--- src/rtl/hazard_pkg.sv ---
// Shared types and constants for the pipeline hazard/stall control block.
package hazard_pkg;

  localparam int unsigned RF_ADDR_W_DFLT = 5;
  localparam int unsigned CNT_W_DFLT     = 32;

  typedef enum logic [1:0] {
    RUN   = 2'd0,
    DWAIT = 2'd1,
    HALT  = 2'd2
  } hz_state_t;

  // Hazard causes, lowest index wins when several are active.
  localparam int unsigned PRIO_HALT    = 0;
  localparam int unsigned PRIO_MEM     = 1;
  localparam int unsigned PRIO_MISPRED = 2;
  localparam int unsigned PRIO_LOADUSE = 3;
  localparam int unsigned PRIO_IMISS   = 4;
  localparam int unsigned PRIO_NONE    = 5;
  localparam int unsigned N_PRIO       = 6;
  localparam int unsigned PRIO_W       = 3;

endpackage

--- src/rtl/hazard_stall_unit_sat_counter.sv ---
// Saturating up-counter with synchronous clear; holds at all-ones.
module sat_counter #(
  parameter int unsigned CNT_W = 32
) (
  input  logic             clk,
  input  logic             rst_n,
  input  logic             inc,
  input  logic             clear,
  output logic [CNT_W-1:0] count
);

  always_ff @(posedge clk or negedge rst_n) begin
    if (!rst_n) begin
      count <= '0;
    end else if (clear) begin
      count <= '0;
    end else if (inc && (count != '1)) begin
      count <= count + CNT_W'(1);
    end
  end

endmodule

--- src/rtl/hazard_stall_unit.sv ---
// Stall/flush control for the 5-stage pipeline: load-use, D-mem wait,
// mispredict redirect, I-fetch miss and halt, plus stall/flush counters.
module hazard_stall_unit
  import hazard_pkg::*;
#(
  parameter int unsigned CNT_W     = CNT_W_DFLT,
  parameter int unsigned RF_ADDR_W = RF_ADDR_W_DFLT
) (
  input  logic                 CLK,
  input  logic                 nRST,
  input  logic [RF_ADDR_W-1:0] id_rs1,
  input  logic [RF_ADDR_W-1:0] id_rs2,
  input  logic                 id_uses_rs1,
  input  logic                 id_uses_rs2,
  input  logic [RF_ADDR_W-1:0] idex_rd,
  input  logic                 idex_regwrite,
  input  logic                 idex_memtoreg,
  input  logic                 exmem_dmemren,
  input  logic                 exmem_dmemwen,
  input  logic                 dhit,
  input  logic                 ihit,
  input  logic                 ex_mispredict,
  input  logic                 memwb_halt,
  output logic                 pc_en,
  output logic                 ifid_en,
  output logic                 idex_en,
  output logic                 exmem_en,
  output logic                 memwb_en,
  output logic                 ifid_flush,
  output logic                 idex_flush,
  output logic                 exmem_flush,
  output logic                 memwb_flush,
  output logic                 halted,
  output logic [CNT_W-1:0]     lu_stall_cnt,
  output logic [CNT_W-1:0]     mem_stall_cnt,
  output logic [CNT_W-1:0]     flush_cnt
);

  hz_state_t         state;
  logic              mem_op;
  logic              mem_wait;
  logic              load_use;
  logic [N_PRIO-1:0] hz_vec;
  logic [PRIO_W-1:0] win;

  // A mem op that completes on dhit this cycle costs nothing; x0 never hazards.
  always_comb begin
    mem_op   = exmem_dmemren | exmem_dmemwen;
    mem_wait = !dhit && ((state == DWAIT) || mem_op);
    load_use = idex_memtoreg && idex_regwrite && (idex_rd != '0) &&
               ((id_uses_rs1 && (id_rs1 == idex_rd)) ||
                (id_uses_rs2 && (id_rs2 == idex_rd)));

    hz_vec               = '0;
    hz_vec[PRIO_HALT]    = (state == HALT);
    hz_vec[PRIO_MEM]     = mem_wait;
    hz_vec[PRIO_MISPRED] = ex_mispredict;
    hz_vec[PRIO_LOADUSE] = load_use;
    hz_vec[PRIO_IMISS]   = !ihit;
    hz_vec[PRIO_NONE]    = 1'b1;

    win = PRIO_W'(PRIO_NONE);
    for (int i = int'(N_PRIO) - 1; i >= 0; i--) begin
      if (hz_vec[i]) win = PRIO_W'(i);
    end
  end

  always_comb begin
    pc_en       = 1'b1;
    ifid_en     = 1'b1;
    idex_en     = 1'b1;
    exmem_en    = 1'b1;
    memwb_en    = 1'b1;
    ifid_flush  = 1'b0;
    idex_flush  = 1'b0;
    exmem_flush = 1'b0;
    memwb_flush = 1'b0;
    case (win)
      PRIO_W'(PRIO_HALT): begin
        pc_en    = 1'b0;
        ifid_en  = 1'b0;
        idex_en  = 1'b0;
        exmem_en = 1'b0;
        memwb_en = 1'b0;
      end
      PRIO_W'(PRIO_MEM): begin
        pc_en       = 1'b0;
        ifid_en     = 1'b0;
        idex_en     = 1'b0;
        exmem_en    = 1'b0;
        memwb_flush = 1'b1;
      end
      PRIO_W'(PRIO_MISPRED): begin
        ifid_flush = 1'b1;
        idex_flush = 1'b1;
      end
      PRIO_W'(PRIO_LOADUSE): begin
        pc_en      = 1'b0;
        ifid_en    = 1'b0;
        idex_flush = 1'b1;
      end
      PRIO_W'(PRIO_IMISS): begin
        pc_en      = 1'b0;
        ifid_flush = 1'b1;
      end
      default: ;
    endcase

    // A bubble only lands if the latch is clocked.
    ifid_en  = ifid_en  | ifid_flush;
    idex_en  = idex_en  | idex_flush;
    exmem_en = exmem_en | exmem_flush;
    memwb_en = memwb_en | memwb_flush;

    if (!nRST) begin
      {pc_en, ifid_en, idex_en, exmem_en, memwb_en} = '0;
      {ifid_flush, idex_flush, exmem_flush, memwb_flush} = '1;
    end
  end

  // Halt is taken only when the halting instruction actually retires.
  always_ff @(posedge CLK or negedge nRST) begin
    if (!nRST) begin
      state  <= RUN;
      halted <= 1'b0;
    end else if ((state != HALT) && memwb_halt && memwb_en) begin
      state  <= HALT;
      halted <= 1'b1;
    end else begin
      case (state)
        RUN:     if (mem_op && !dhit) state <= DWAIT;
        DWAIT:   if (dhit) state <= RUN;
        HALT:    state <= HALT;
        default: state <= RUN;
      endcase
    end
  end

  sat_counter #(.CNT_W(CNT_W)) u_lu_cnt (
    .clk   (CLK),
    .rst_n (nRST),
    .inc   (win == PRIO_W'(PRIO_LOADUSE)),
    .clear (1'b0),
    .count (lu_stall_cnt)
  );

  sat_counter #(.CNT_W(CNT_W)) u_mem_cnt (
    .clk   (CLK),
    .rst_n (nRST),
    .inc   (win == PRIO_W'(PRIO_MEM)),
    .clear (1'b0),
    .count (mem_stall_cnt)
  );

  sat_counter #(.CNT_W(CNT_W)) u_flush_cnt (
    .clk   (CLK),
    .rst_n (nRST),
    .inc   (win == PRIO_W'(PRIO_MISPRED)),
    .clear (1'b0),
    .count (flush_cnt)
  );

endmodule

--- config.mk ---
export PLATFORM = sky130hd
export DESIGN_NAME = hazard_stall_unit
export DESIGN_NICKNAME = d
export VERILOG_FILES = /design/src/rtl/hazard_pkg.sv /design/src/rtl/hazard_stall_unit_sat_counter.sv /design/src/rtl/hazard_stall_unit.sv
export SDC_FILE = /design/constraint.sdc
export NUM_CORES = 1
export LEC_CHECK = 0
export ABC_CLOCK_PERIOD_IN_PS = 5000
export CAP_MARGIN = 20
export CORE_UTILIZATION = 50
export CTS_BUF_LIST = sky130_fd_sc_hd__clkbuf_16
export DETAILED_ROUTE_END_ITERATION = 12
export HOLD_SLACK_MARGIN = 0.06
export PLACE_DENSITY = 0.82
export RECOVER_POWER = 25
export SYNTH_ARGS = -nofsm -noshare
export SYNTH_HDL_FRONTEND = slang
export SYNTH_SLANG_ARGS = --single-unit
--- constraint.sdc ---
create_clock -name CLK -period 5 [get_ports CLK]
set_input_delay 1 -clock CLK [delete_from_list [all_inputs] [get_ports CLK]]
set_output_delay 1 -clock CLK [all_outputs]
set_load 0.02 [all_outputs]
==> metrics.csv, run 1 <==
stage,metric,value,unit
run_status,outcome,"finished, violations left",
run_status,violations,"max-capacitance violations, max-slew violations",
place,place_ws,0.7130,ns
finish,most-common-layout-cells,"sky130_fd_sc_hd__clkdlybuf4s50_1, sky130_fd_sc_hd__dfrtp_1, sky130_fd_sc_hd__xnor2_1, sky130_fd_sc_hd__nand2_1, sky130_fd_sc_hd__xor2_1",
routing,detail_route.vias_per_cell,5.500,
finish,nNetsFinal,654,
place,io_buffers,132,
global_routing,gr-usage-all-layers,0.2531,
timing,final-hold-violation-count,0,
pwr,clock_power_share,0.360,
yosys,netlist_top_cells_area,"sky130_fd_sc_hd__dfrtp_1, sky130_fd_sc_hd__xnor2_1, sky130_fd_sc_hd__xor2_1",
global_routing,global_route.overflow_total,0,
yosys,synth_top_area_frac,0.4944,
clock_network,ctsHtreeMaxLevel,3,
worst_setup_path,setup.worst_path.class,in2out,
worst_setup_path,critical_path_arrival,3.29,ns
clock_network,tritoncts.num_buffers,9,
worst_setup_path,cpPeakStageDelay,0.62,ns
worst_setup_path,timing.critical_path.max_delay_family,buffers and inverters,
pwr,total_leakage_power,2.971,nW
timing,worst_slew_margin_rel,-0.8980,
finish,inserted_diodes,0,
die,io_pins,133,
finish,area.growth.synth_to_final,34.78,%
worst_setup_path,cpMaxStageDelayCell,sky130_fd_sc_hd__clkdlybuf4s50_1,
clock_network,ctsHoldBuffers,0,
routing,total_via_count_in_the_routed_design,4191,
global_routing,grt_pass1_wl,20230,um
pwr,power.internal,1.277,mW
yosys,commonest_register_cell_after_synthesis,sky130_fd_sc_hd__dfrtp_1,
worst_setup_path,crit_required,4.00,ns
die,fp.dieArea,10430,um2
die,core_area,9729,um2
job,max-cap-violations,1,
worst_setup_path,crit_path_max_fanout,4,
yosys,synth_top_family_by_area,simple AND/OR/NAND/NOR gates,
global_routing,grt_max_degree,55,
die,rows,36,
global_routing,grt_antenna_before_repair,0,
timing,timing_max_transition_violations_final,55,
yosys,syn_area_per_cell,10.40,um2
finish,seqCellArea,2477,um2
yosys,async_reset_ff_frac,1.000,
worst_setup_path,cp_cell_sequence,clkdlybuf4s50_1 -> or3_1 -> o311a_1 -> nand2_1 -> a21oi_1 -> nor2_1 -> clkdlybuf4s50_1,
pwr,powerDensity,257.8,nW/um2
pwr,power.ir.vdd_worst,0.2326,mV
routing,postRouteWirelength,12510,um
yosys,seq_area_frac_synth,0.4944,
place,dp_hpwl,9192,um
clock_network,clock_sink_count,99,
routing,drt_first_iter_violations,134,
yosys,post_synthesis_share_of_cell_area_spent_on_and_or_nand_and_nor_gates,0.2782,
yosys,yosys.area_share.adder,0.007491,
clock_network,tritoncts_clock_tree,yes,
yosys,yosysUniqueCellTypes,47,
yosys,synth-edff-count,0,
pwr,power.sequential.fraction,0.502,
timing,finalSetupTns,0,ns
finish,fill_count,771,
worst_setup_path,cp-end-kind,output port,
timing,timing.final.crit_period,4.289,ns
routing,drtAntennaViolNets,0,
clock_network,cts-root-buf,sky130_fd_sc_hd__clkbuf_16,
pwr,power.share.combinational,0.138,
worst_setup_path,crit_buf_inv,2,
finish,multi_input_comb_area,2469,um2
yosys,ys_seq_elements,99,
yosys,synth_top_cell_by_area,sky130_fd_sc_hd__dfrtp_1,
yosys,post_synth_inst_count,482,
timing,worst_pin_slew,2.847,ns
yosys,syn_nets,512,
die,chipHeight,102.1,um
timing,setup_violations,0,
routing,first_pass_iters,4,
finish,post_route_cells_drive_above_1_share,0.05564,
worst_setup_path,cell_seen_most_often_among_critical_path_stages,sky130_fd_sc_hd__clkdlybuf4s50_1,
worst_setup_path,setup.worst_path.start_class,primary input,
clock_network,clock_slew_seen_by_the_registers_of_the_worst_setup_and_hold_paths,0.07,ns
timing,layout_setup_ws,0.7105,ns
routing,post_drt_wl_per_cell,16.42,um
clock_network,cts_max_path_buffers,2,
place,routability_cong,0.8759,
die,initial_core_util,0.5150,
yosys,ys_warn_count,0,
timing,fmaxAchievable,0.2331,GHz
clock_network,post-cts-setup-buffers,0,
yosys,complex_gate_fraction_of_the_synthesized_area,0.02172,
pwr,p_sw_frac,0.2667,
worst_hold_path,worstHoldPathType,reg2reg,
clock_network,post_cts_resized,0,
clock_network,worstSkewPairLatency,0.34,ns
yosys,synth_area,5011,um2
timing,fin_crit_share,0.8579,
yosys,yosys.area_share.xor_xnor,0.1800,
global_routing,via_count_of_the_first_global_routing_pass,4224,
pwr,netSwitchingPower,0.4644,mW
routing,dr_drc_count,0,
yosys,post_synth_mux_area_share,0.005243,
timing,rsz0062_at_grt,false,
timing,clock_skews,0.003661,ns
die,width_of_the_die,102.1,um
finish,final_common_cell,sky130_fd_sc_hd__clkdlybuf4s50_1,
-- path summary, 6_finish.rpt --
| path | startpoint | to | slack [ns] | depth (start not counted) |
|---|---|---|---|---|
| max in group asynchronous | nRST | u_mem_cnt.count[20] | 1.34 | 2 |
| hold reg to reg | halted | halted | 0.48 | 1 |
| setup reg to reg | u_lu_cnt.count[0] | u_lu_cnt.count[15] | 2.22 | 7 |
| setup / recovery | idex_rd[0] | pc_en | 0.71 | 7 |
| hold / removal | halted | halted | 0.48 | 1 |
| min in group asynchronous | nRST | u_flush_cnt.count[4] | 0.61 | 1 |
-- layer usage --
layer / global-route usage / wire, um
met1: 0.3045 / 5120
met5: 0 / 0
met4: 0.1066 / 264
met2: 0.4342 / 6254
met3: 0.06156 / 874
-- cells in the mapped netlist, drive strengths merged (3+ instances only) --
cell    number
a21oi        4
nand2       52
nand4       34
xnor2       55
and4         8
buf          5
nor2        41
inv         10
nor4        14
nand2b       5
xor2        48
nor3        24
nand3       42
dfrtp       99
ha           3
and3        15
-- flip-flops by register name, summed over array words and instances, names as in the netlist --
signal,count
u_mem_cnt.count,32
state,2
u_flush_cnt.count,32
u_lu_cnt.count,32
halted,1
-- power groups by stage --
| stage | sequential (mW) | combinational [mW] | clock [mW] |
|---|---|---|---|
| after floorplan | 0.918 | 0.0766 | 0 |
| after global placement | 0.887 | 0.237 | 0 |
| after detailed placement | 0.888 | 0.243 | 0 |
| after CTS | 0.873 | 0.244 | 0.640 |
| after global routing | 0.880 | 0.265 | 0.668 |
| final | 0.874 | 0.241 | 0.626 |
-- area by class of cell --
| type | count | share of cell area |
|---|---|---|
| clock inverters | 7 | 0.005558 |
| repair buffers | 136 | 0.1986 |
| multi-input cells | 368 | 0.3655 |
| inverters | 10 | 0.005558 |
| clock buffers | 9 | 0.03335 |
| well taps | 133 | 0.02464 |
| flip-flops and latches | 99 | 0.3668 |
-- cell families (layout without fill, tap and decap cells) --
kind of cell               Yosys count  count (layout)
muxes                                2               2
and+or+nand+nor                    247             247
AOI/OAI and AO/OA                   13              13
buffers and inverters               15             162
xor gates and xnor gates           103             103
adders and majority gates            3               3
DFF                                 99              99
-- metrics by stage --
step	util	area, um2	hold slack (ns)	std cells	power, mW
2_1_floorplan	-	5011	0.4595	482	0.9944
3_3_place_gp	0.6680	6499	0.4607	746	1.124
3_5_place_dp	0.6680	6499	0.4659	746	1.131
4_1_cts	0.6950	6761	0.4843	762	1.758
5_1_grt	0.6942	6754	0.5081	762	1.813
6_report	0.6942	6754	0.4809	762	1.741
Note: power is estimated with default switching activity, not from simulation.
==> inputs of run 2 (changes only) <==
--- a/config.mk
+++ b/config.mk
@@ -6,13 +6,13 @@
 export NUM_CORES = 1
 export LEC_CHECK = 0
 export ABC_CLOCK_PERIOD_IN_PS = 5000
-export CAP_MARGIN = 20
 export CORE_UTILIZATION = 50
 export CTS_BUF_LIST = sky130_fd_sc_hd__clkbuf_16
 export DETAILED_ROUTE_END_ITERATION = 12
 export HOLD_SLACK_MARGIN = 0.06
 export PLACE_DENSITY = 0.82
 export RECOVER_POWER = 25
+export SETUP_SLACK_MARGIN = 0.3
 export SYNTH_ARGS = -nofsm -noshare
 export SYNTH_HDL_FRONTEND = slang
 export SYNTH_SLANG_ARGS = --single-unit
==> results of run 2 <==
Same layout as run 1: the final DEF is identical, and so are final timing and power.
